**src/rtl/nrd_arbiter.sv**
```systemverilog
// nrd_arbiter: fair two-requester front end for a shared non-restoring divider.
// Skips the divider when the quotient is trivially zero and holds each result until it is consumed.
module nrd_arbiter #(
  parameter int WIDTH = 32,
  parameter int LENW  = 7
) (
  input  logic               clk,
  input  logic               rst_n,
  input  logic               req_a,
  input  logic [WIDTH-1:0]   dividend_a,
  input  logic [WIDTH-1:0]   divisor_a,
  input  logic [LENW-1:0]    len_dividend_a,
  input  logic [LENW-1:0]    len_divisor_a,
  output logic               gnt_a,
  input  logic               req_b,
  input  logic [WIDTH-1:0]   dividend_b,
  input  logic [WIDTH-1:0]   divisor_b,
  input  logic [LENW-1:0]    len_dividend_b,
  input  logic [LENW-1:0]    len_divisor_b,
  output logic               gnt_b,
  output logic [WIDTH-1:0]   div_dividend,
  output logic [WIDTH-1:0]   div_divisor,
  output logic [LENW-1:0]    div_len_dividend,
  output logic [LENW-1:0]    div_len_divisor,
  output logic               div_newInput,
  input  logic [WIDTH-1:0]   div_quotient,
  input  logic [WIDTH:0]     div_remainder,
  input  logic               div_done,
  input  logic [5:0]         div_numAdd,
  input  logic [5:0]         div_numSub,
  output logic               res_valid,
  output logic               res_id,
  output logic [WIDTH-1:0]   res_quotient,
  output logic [WIDTH:0]     res_remainder,
  output logic [5:0]         res_numAdd,
  output logic [5:0]         res_numSub,
  input  logic               res_ready,
  output logic [7:0]         cnt_a,
  output logic [7:0]         cnt_b
);

  typedef enum logic [2:0] {
    S_IDLE      = 3'd0,
    S_ISSUE     = 3'd1,
    S_WAIT_BUSY = 3'd2,
    S_WAIT_DONE = 3'd3,
    S_HOLD      = 3'd4
  } state_t;

  state_t           r_state;
  logic             r_last_b;
  logic             r_gnt_a;
  logic             r_gnt_b;
  logic             r_new_input;
  logic [WIDTH-1:0] r_dividend;
  logic [WIDTH-1:0] r_divisor;
  logic [LENW-1:0]  r_len_dividend;
  logic [LENW-1:0]  r_len_divisor;
  logic             r_res_valid;
  logic             r_res_id;
  logic [WIDTH-1:0] r_res_quotient;
  logic [WIDTH:0]   r_res_remainder;
  logic [5:0]       r_res_num_add;
  logic [5:0]       r_res_num_sub;
  logic [7:0]       r_cnt_a;
  logic [7:0]       r_cnt_b;

  logic             w_grant;
  logic             w_pick_b;
  logic             w_bypass;
  logic [WIDTH-1:0] w_sel_dividend;
  logic [WIDTH-1:0] w_sel_divisor;
  logic [LENW-1:0]  w_sel_len_dividend;
  logic [LENW-1:0]  w_sel_len_divisor;

  assign w_grant = (req_a | req_b) & div_done;
  // On a tie the requester not served last wins; r_last_b=1 therefore favours A.
  assign w_pick_b = req_b & (~req_a | ~r_last_b);

  assign w_sel_dividend     = w_pick_b ? dividend_b     : dividend_a;
  assign w_sel_divisor      = w_pick_b ? divisor_b      : divisor_a;
  assign w_sel_len_dividend = w_pick_b ? len_dividend_b : len_dividend_a;
  assign w_sel_len_divisor  = w_pick_b ? len_divisor_b  : len_divisor_a;
  // A shorter dividend than divisor means quotient 0, so the divider is skipped.
  assign w_bypass = $signed(w_sel_len_dividend) < $signed(w_sel_len_divisor);

  assign gnt_a            = r_gnt_a;
  assign gnt_b            = r_gnt_b;
  assign div_newInput     = r_new_input;
  assign div_dividend     = r_dividend;
  assign div_divisor      = r_divisor;
  assign div_len_dividend = r_len_dividend;
  assign div_len_divisor  = r_len_divisor;
  assign res_valid        = r_res_valid;
  assign res_id           = r_res_id;
  assign res_quotient     = r_res_quotient;
  assign res_remainder    = r_res_remainder;
  assign res_numAdd       = r_res_num_add;
  assign res_numSub       = r_res_num_sub;
  assign cnt_a            = r_cnt_a;
  assign cnt_b            = r_cnt_b;

  // Arbitration / job-sequencing FSM with all outputs registered.
  always_ff @(posedge clk or negedge rst_n) begin
    if (!rst_n) begin
      r_state         <= S_IDLE;
      r_last_b        <= 1'b1;
      r_gnt_a         <= 1'b0;
      r_gnt_b         <= 1'b0;
      r_new_input     <= 1'b0;
      r_dividend      <= '0;
      r_divisor       <= '0;
      r_len_dividend  <= '0;
      r_len_divisor   <= '0;
      r_res_valid     <= 1'b0;
      r_res_id        <= 1'b0;
      r_res_quotient  <= '0;
      r_res_remainder <= '0;
      r_res_num_add   <= 6'd0;
      r_res_num_sub   <= 6'd0;
      r_cnt_a         <= 8'd0;
      r_cnt_b         <= 8'd0;
    end else begin
      r_gnt_a     <= 1'b0;
      r_gnt_b     <= 1'b0;
      r_new_input <= 1'b0;
      case (r_state)
        S_IDLE: begin
          if (w_grant) begin
            r_gnt_a        <= ~w_pick_b;
            r_gnt_b        <= w_pick_b;
            r_res_id       <= w_pick_b;
            r_dividend     <= w_sel_dividend;
            r_divisor      <= w_sel_divisor;
            r_len_dividend <= w_sel_len_dividend;
            r_len_divisor  <= w_sel_len_divisor;
            if (w_bypass) begin
              r_res_quotient  <= '0;
              r_res_remainder <= {1'b0, w_sel_dividend};
              r_res_num_add   <= 6'd0;
              r_res_num_sub   <= 6'd0;
              r_res_valid     <= 1'b1;
              r_state         <= S_HOLD;
            end else begin
              r_new_input <= 1'b1;
              r_state     <= S_ISSUE;
            end
          end else begin
            r_state <= S_IDLE;
          end
        end
        S_ISSUE: begin
          r_state <= S_WAIT_BUSY;
        end
        S_WAIT_BUSY: begin
          if (!div_done) begin
            r_state <= S_WAIT_DONE;
          end else begin
            r_state <= S_WAIT_BUSY;
          end
        end
        S_WAIT_DONE: begin
          if (div_done) begin
            r_res_quotient  <= div_quotient;
            r_res_remainder <= div_remainder;
            r_res_num_add   <= div_numAdd;
            r_res_num_sub   <= div_numSub;
            r_res_valid     <= 1'b1;
            r_state         <= S_HOLD;
          end else begin
            r_state <= S_WAIT_DONE;
          end
        end
        S_HOLD: begin
          if (res_ready) begin
            r_res_valid <= 1'b0;
            r_last_b    <= r_res_id;
            if (r_res_id) begin
              r_cnt_b <= r_cnt_b + 8'd1;
            end else begin
              r_cnt_a <= r_cnt_a + 8'd1;
            end
            r_state <= S_IDLE;
          end else begin
            r_state <= S_HOLD;
          end
        end
        default: begin
          r_state <= S_IDLE;
        end
      endcase
    end
  end

endmodule

```
**config.mk**
```make
export PLATFORM = sky130hd
export DESIGN_NAME = nrd_arbiter
export DESIGN_NICKNAME = d
export VERILOG_FILES = /design/src/rtl/nrd_arbiter.sv
export SDC_FILE = /design/constraint.sdc
export NUM_CORES = 1
export LEC_CHECK = 0
export ABC_AREA = 1
export BUFFER_PORTS_ARGS = -buffer_cell sky130_fd_sc_hd__buf_2
export CAP_MARGIN = 0
export CORE_AREA = 2 2 161 163
export CTS_CLUSTER_DIAMETER = 40
export DETAILED_ROUTE_END_ITERATION = 7
export DIE_AREA = 0 0 163 165
export GPL_TIMING_DRIVEN = 0
export PLACE_DENSITY_LB_ADDON = 0.15
export SETUP_SLACK_MARGIN = 0.15
export SLEW_MARGIN = 20
export SYNTH_ARGS = -nofsm -noshare
export SYNTH_HDL_FRONTEND = slang
export SYNTH_SLANG_ARGS = --single-unit
```
**constraint.sdc**
```tcl
create_clock -name clk -period 2.66 [get_ports clk]
set_input_delay 0.532 -clock clk [delete_from_list [all_inputs] [get_ports clk]]
set_output_delay 0.532 -clock clk [all_outputs]
set_load 0.01 [all_outputs]
```
### Yosys cells after proc, flatten, opt, wreduce, memory -nomap -nowiden

Cells that the tools add are included.
Widths: inputs -> output; s select.

| operators by class | value |
|---|---|
| div/mod/pow operators | 0 |
| reduce and logical (&&, ||, !) cells | 9 |
| $mul | 0 |
| mux-type cells | 36 |
| equal/unequal tests | 8 |
| bitwise operators | 8 |
| $add $sub $neg | 2 |
| magnitude comparators | 1 |
| shift operators | 0 |

Operator list:

| cell | number |
|---|---|
| $mux 32 | 5 |
| $mux 33 | 3 |
| $pmux 33 s2 | 1 |
| $pmux 32 s2 | 1 |
| $mux 6 | 4 |
| $pmux 6 s2 | 2 |
| $add 8x1->8 const B | 2 |
| $pmux 3 s5 | 1 |
| $mux 7 | 2 |
| $mux 1 | 12 |
| $mux 3 | 4 |
| $ne 2x2->1 const B | 4 |
| $lt 7x7->1 | 1 |
| $eq 3x2->1 const B | 2 |
| $reduce_and 3->1 | 2 |
| $reduce_and 5->1 | 1 |
| $not 1->1 | 4 |
| $reduce_and 2->1 | 2 |
| $reduce_and 4->1 | 1 |
| $eq 3x1->1 const B | 1 |
| $eq 3x3->1 const B | 1 |
| $logic_not 3->1 | 1 |
| $pmux 1 s3 | 1 |
| $reduce_bool 3->1 | 1 |
| other kinds (3) | 5 |

| word-level totals | value |
|---|---|
| output and inout port bits | 176 |
| memories | 0 |
| bits in writable memories | 0 |
| latch bits | 0 |
| register bits after elaboration | 180 |
| memory bits (read-only) | 0 |

### Logic depth before layout (Yosys ltp)

| depth | value |
|---|---|
| word-level depth | 8 |
| gate-level depth with buffers | 24 |
| gate-level depth less buffers | 19 |

### Worst setup path after synthesis

No wires, ideal clock.

| path | value |
|---|---|
| kind | input to register |
| from | input req_a |
| to | register r_res_quotient[0] (netlist: res_quotient[0]) |
| buffers on the path | 5 |
| setup slack | -0.143 ns |
| setup time | 0.117 ns |
| arrival | 2.686 ns |
| stages | 21 |
| cell sequence | nand2_1 -> nand2_1 -> buf_2 -> inv_1 -> buf_2 -> buf_2 -> nand2_1 -> nand2_1 -> ha_1 -> nand2_1 -> o21ba_2 -> nand2_1 -> nand2_1 -> nand2_2 -> nand2_2 -> nand2_2 -> inv_2 -> buf_6 -> buf_6 -> nand2_1 -> nand2_1 |

| on the way | value |
|---|---|
| cells in the longest elaborated chain, start to end | 7 |
| elaborated cells on any way between the ends | 11 |
| classes of those cells | order compare: 1; eq/ne: 2; mux: 2; bitwise: 5; reduce/logical: 1 |

Ends and longest elaborated chain:

| what | RTL line | text |
|---|---|---|
| start: declaration | 9 | `input logic req_a,` |
| $not 1->1 | 78 | `assign w_pick_b = req_b & (~req_a \| ~r_last_b);` |
| $or 1x1->1 | 78 |  |
| $and 1x1->1 | 78 |  |
| $mux 7 | 82 | `assign w_sel_len_dividend = w_pick_b ? len_dividend_b : len_dividend_a;` |
| named net w_sel_len_dividend[6] | 73 | `logic [LENW-1:0] w_sel_len_dividend;` |
| $lt 7x7->1 | 85 | `assign w_bypass = $signed(w_sel_len_dividend) < $signed(w_sel_len_divisor);` |
| $ne 2x2->1 (no source line) | n/a |  |
| $reduce_and 4->1 (no source line) | n/a |  |
| end signal: assignment | 164 | `r_res_quotient <= div_quotient;` |
| end: declaration | 61 | `logic [WIDTH-1:0] r_res_quotient;` |

The timed path passes the listed nets, and every way through them passes these cells.
A chain may end at the register's enable or synchronous reset.

### Final worst setup path

| path | value |
|---|---|
| from | register r_last_b |
| to | register r_res_remainder[8] (netlist: res_remainder[8]) |

| on the way | value |
|---|---|
| cells in the longest elaborated chain, start to end | 7 |
| elaborated cells on any way between the ends | 12 |
| classes of those cells | order compare: 1; eq/ne: 1; mux: 6; bitwise: 3; reduce/logical: 1 |

Ends and longest elaborated chain:

| what | RTL line | text |
|---|---|---|
| start: declaration | 51 | `logic r_last_b;` |
| start signal: assignment | 177 | `r_last_b <= r_res_id;` |
| $not 1->1 | 78 |  |
| $or 1x1->1 | 78 |  |
| $and 1x1->1 | 78 |  |
| $mux 7 | 82 |  |
| named net w_sel_len_dividend[5] | 73 |  |
| $lt 7x7->1 | 85 |  |
| $ne 2x2->1 (no source line) | n/a |  |
| $reduce_and 4->1 (no source line) | n/a |  |
| end signal: assignment | 139 | `r_res_remainder <= {1'b0, w_sel_dividend};` |
| end signal: assignment | 165 | `r_res_remainder <= div_remainder;` |
| end: declaration | 62 | `logic [WIDTH:0] r_res_remainder;` |

The timed path passes the listed nets, and every way through them passes these cells. The select of a mux whose other input is x is not followed.

==> out/results.txt <==
The buffer levels on the longest clock path came out at 2. The flow ran to the end, but the final reports show violations. The core footprint is 25000 um^2, and the post-route minimum period is 2740 ps. The number of endpoints with negative hold slack in the final report was 0.

The detailed router finished its first iteration with 502 violations. The max-cap check violation count was 0; the number of synthesized flops with an enable pin was 0. By count the netlist is led by sky130_fd_sc_hd__nand2_1, sky130_fd_sc_hd__dfrtp_1, sky130_fd_sc_hd__nand3_1. For the pin with the worst max-slew slack, the measured transition is 724 ps.

The mapped netlist covers 8040 um^2. The startpoint identified for the worst register-to-register timing path is r_last_b. The tools report the end of the worst register-to-register path as res_remainder[8]. Entering global routing, the biggest net connects 81 pins. The die width was 163 um; the maximum net fanout on the critical path was 7. The checks that failed: setup timing. The tools report the global router's overall resource usage as 23.1%. The biggest area contributor in the post-synthesis netlist is sky130_fd_sc_hd__dfrtp_1.

The setup TNS came out at -4630 ps. STA classifies the critical path endpoint as a flip-flop. Among all flip-flop cells after synthesis, the most frequent one is sky130_fd_sc_hd__dfrtp_1. Among all cell types in the netlist, the one instantiated most often is sky130_fd_sc_hd__nand2_1.

Setup violations remaining at the end of the flow were counted as 78. The logs give 960 for the post-synthesis instance total and 305 ps for the worst hold margin. Setup repair after global routing could not meet its margin everywhere. The sequential cells in the finished layout cover a total of 4510 um^2. Sequential elements use 56.1% of the synthesized area.

The routed length per instance is 17.7 um, and the post-detailed-placement half-perimeter wirelength is 23500 um. The mean cell area of the mapped netlist is 8.37 um^2, and the maximum resistive drop on vdd is 0.444 mV. The overall overflow remaining after global route came out at 0. The H-tree was split into 4 levels. The full die area came out at 26900 um^2.

The initial antenna violation count was 6; the effective utilization at floorplan was 32.1%. The number of global-route vias before repair was 8348. The final worst-path setup slack is -83.7 ps.

Tracing the worst setup path back leads to its startpoint at r_last_b. For this design the static power due to leakage is 6.55 nW. For the number of nets in the layout, the log shows 1664. The period utilization came out at 103%. The critical path ends at res_remainder[8].

The height of the die came out at 165 um. The area used by multi-input combinational logic is 3720 um^2. The power density relative to cell area works out to 1100 nW/um^2. The count of nets left with antenna violations once routing finished came out at 0. Type of origin of the critical path: a flip-flop. Data arrives at the worst endpoint at 3050 ps. In the routed design, unresolved DRC markers number 0. The initialized floorplan defines 58 standard-cell rows. Pin placement for this block handled 415 I/O pins. The root buffer cell chosen for the clock tree is sky130_fd_sc_hd__clkbuf_16. Headroom to the max-slew limit came out at 51.7%. The count of buffers added on input and output ports is 413.

TritonCTS built the clock tree. The number of pins exceeding their max-slew limit in the final report is 0, and the number of cells on the worst reg-to-reg path is 21. The reg-to-reg setup timing slack was -80 ps.

Derived from the worst setup path, the maximum achievable clock frequency is 0.364 GHz. In the routed layout, each cell is associated on average with a via count of 4.75. For the post-synthesis net count, the log shows 1207. The total wire length after detailed routing is 31200 um, and the share of Yosys cell area claimed by the top area cell type is 55.7%. Counting the buffers created by CTS gives 17.

For the Yosys warning count, the log shows 0. Counting distinct cell types in the post-synthesis netlist gives 28. At the placement stage, the worst setup path has a slack of -870 ps. The fill cell total of the finished layout came out at 2517. For the worst setup path, the data required time is 2970 ps. Of all flip-flops after synthesis, the portion carrying an async set or reset was 100%. The worst setup path category was flip-flop to flip-flop.

The area growth from synthesis to layout is 51.3%. The fraction of layout instances using a drive strength above 1 was 44.4%; the final estimated routing congestion in global placement was 0.895. The number of flip-flops and latches in the synthesized netlist is 180, and the sum of internal, switching and leakage power is 13.4 mW.

CTS saw 180 sinks. Yosys attributes the largest share of cell area to sky130_fd_sc_hd__dfrtp_1, sky130_fd_sc_hd__nand2_1, sky130_fd_sc_hd__a31oi_1. The clock-pin slew reported for the worst setup and hold paths after clock tree synthesis works out to 80 ps.

Before antenna repair, the detailed router went through 7 iterations. The min-delay analysis places its worst path in the category input pin to flip-flop. The wire length of the first global-routing pass was 47000 um; the final setup skew was 9.47 ps.

Detailed routing inserted a total of 8368 vias. Clock latency on the worst-skew pair, taken at its later pin, is 430 ps.
==> through the flow <==
step | std cells | utilization (%) | instance area, um^2
5_1_grt | 1763 | 48.5 | 12200
3_5_place_dp | 1705 | 42.4 | 10600
4_1_cts | 1758 | 47.5 | 11900
2_1_floorplan | 960 | - | 8070
6_report | 1763 | 48.5 | 12200
3_3_place_gp | 1703 | 42.1 | 10500
==> state kept, by name, indices dropped and copies added (netlist names) <==
name              count
div_len_dividend      7
gnt_b                 1
gnt_a                 1
div_newInput          1
cnt_b                 8
div_divisor          32
div_dividend         32
div_len_divisor       7
r_state               3
res_quotient         32
r_last_b              1
res_numAdd            6
res_valid             1
res_id                1
cnt_a                 8
res_numSub            6
res_remainder        33
==> worst min-delay path by stage <==
stage | cells after the start | end | from | slack (ps)
2_1_floorplan | 0 | cnt_a[0] | rst_n | 240
3_5_place_dp | 1 | res_numSub[2] | rst_n | 410
6_report | 3 | div_divisor[25] | divisor_b[25] | 300
4_1_cts | 3 | div_divisor[25] | divisor_b[25] | 280
3_3_place_gp | 2 | res_quotient[1] | res_quotient[1] | 450
5_1_grt | 3 | div_divisor[25] | divisor_b[25] | 290
==> area by class of cell <==
| type | count | area share [%] |
|---|---|---|
| clock inverters | 13 | 1.07 |
| multi-input cells | 703 | 30.6 |
| diodes | 3 | 0.0618 |
| clock buffers | 19 | 3.73 |
| plain buffers | 55 | 3.12 |
| flip-flops and latches | 180 | 37.1 |
| repair buffers | 440 | 20.2 |
| well taps | 330 | 3.40 |
| inverters | 20 | 0.721 |
==> per-layer routing <==
layer  GRT usage [%]  vias up  part of all wire (%)
met5               0        -                  0.13
met3            5.73       48                   7.8
met1            27.7     3926                    40
li1                -     4030                     -
met4            7.32        6                   2.3
met2            40.7      358                    50
==> critical path, stage by stage (launching register included) <==
cell and delay, ps:
sky130_fd_sc_hd__dfstp_2 560, sky130_fd_sc_hd__nand2_4 60, sky130_fd_sc_hd__nand2_4 60, sky130_fd_sc_hd__buf_12 130
sky130_fd_sc_hd__inv_8 30, sky130_fd_sc_hd__buf_12 110, sky130_fd_sc_hd__buf_12 140, sky130_fd_sc_hd__nand2_4 60
sky130_fd_sc_hd__nand2_2 70, sky130_fd_sc_hd__ha_4 270, sky130_fd_sc_hd__nand2_2 50, sky130_fd_sc_hd__o21ba_4 220
sky130_fd_sc_hd__nand2_1 60, sky130_fd_sc_hd__nand2_1 50, sky130_fd_sc_hd__nand2_2 100, sky130_fd_sc_hd__nand2_2 80
sky130_fd_sc_hd__nand2_4 130, sky130_fd_sc_hd__inv_6 60, sky130_fd_sc_hd__buf_8 140, sky130_fd_sc_hd__buf_8 140
sky130_fd_sc_hd__nand2_2 50, sky130_fd_sc_hd__nand2_1 50
==> power breakdown <==
group | internal [mW] | switching (mW)
clock | 1.30 | 1.24
sequential | 3.96 | 0.770
combinational | 2.53 | 3.57
total | 7.79 | 5.57
==> layout by cell type, fill, tap and decap left out, types with 13 or more instances in the layout <==
| cell type | instances |
|---|---|
| sky130_fd_sc_hd__a31oi_1 | 72 |
| sky130_fd_sc_hd__buf_2 | 426 |
| sky130_fd_sc_hd__clkbuf_1 | 24 |
| sky130_fd_sc_hd__clkbuf_16 | 17 |
| sky130_fd_sc_hd__dfrtp_1 | 179 |
| sky130_fd_sc_hd__inv_1 | 13 |
| sky130_fd_sc_hd__nand2_1 | 303 |
| sky130_fd_sc_hd__nand2_2 | 81 |
| sky130_fd_sc_hd__nand2_4 | 25 |
| sky130_fd_sc_hd__nand3_1 | 85 |
| sky130_fd_sc_hd__nor2_1 | 84 |
==> cell families after synthesis <==
logic type | count (synthesis) | synth area share, %
AOI/OAI and AO/OA | 86 | 6.59
xor gates and xnor gates | 14 | 1.53
adders and majority gates | 8 | 1.25
buffers and inverters | 77 | 4.28
DFF | 180 | 56.1
muxes | 6 | 0.747
and+or+nand+nor | 589 | 29.5
==> repair_timing <==
| action | 4_1_cts | 5_1_grt |
|---|---|---|
| hold endpoints to repair | 26 | 0 |
| cloned | 6 | 0 |
| pin swaps | 22 | 9 |
| setup endpoints to repair | 81 | 80 |
| buffers inserted | 16 | 2 |
| hold buffers | 1 | 0 |
| resized for setup | 128 | 66 |
Note: power is estimated with default switching activity, not from simulation.
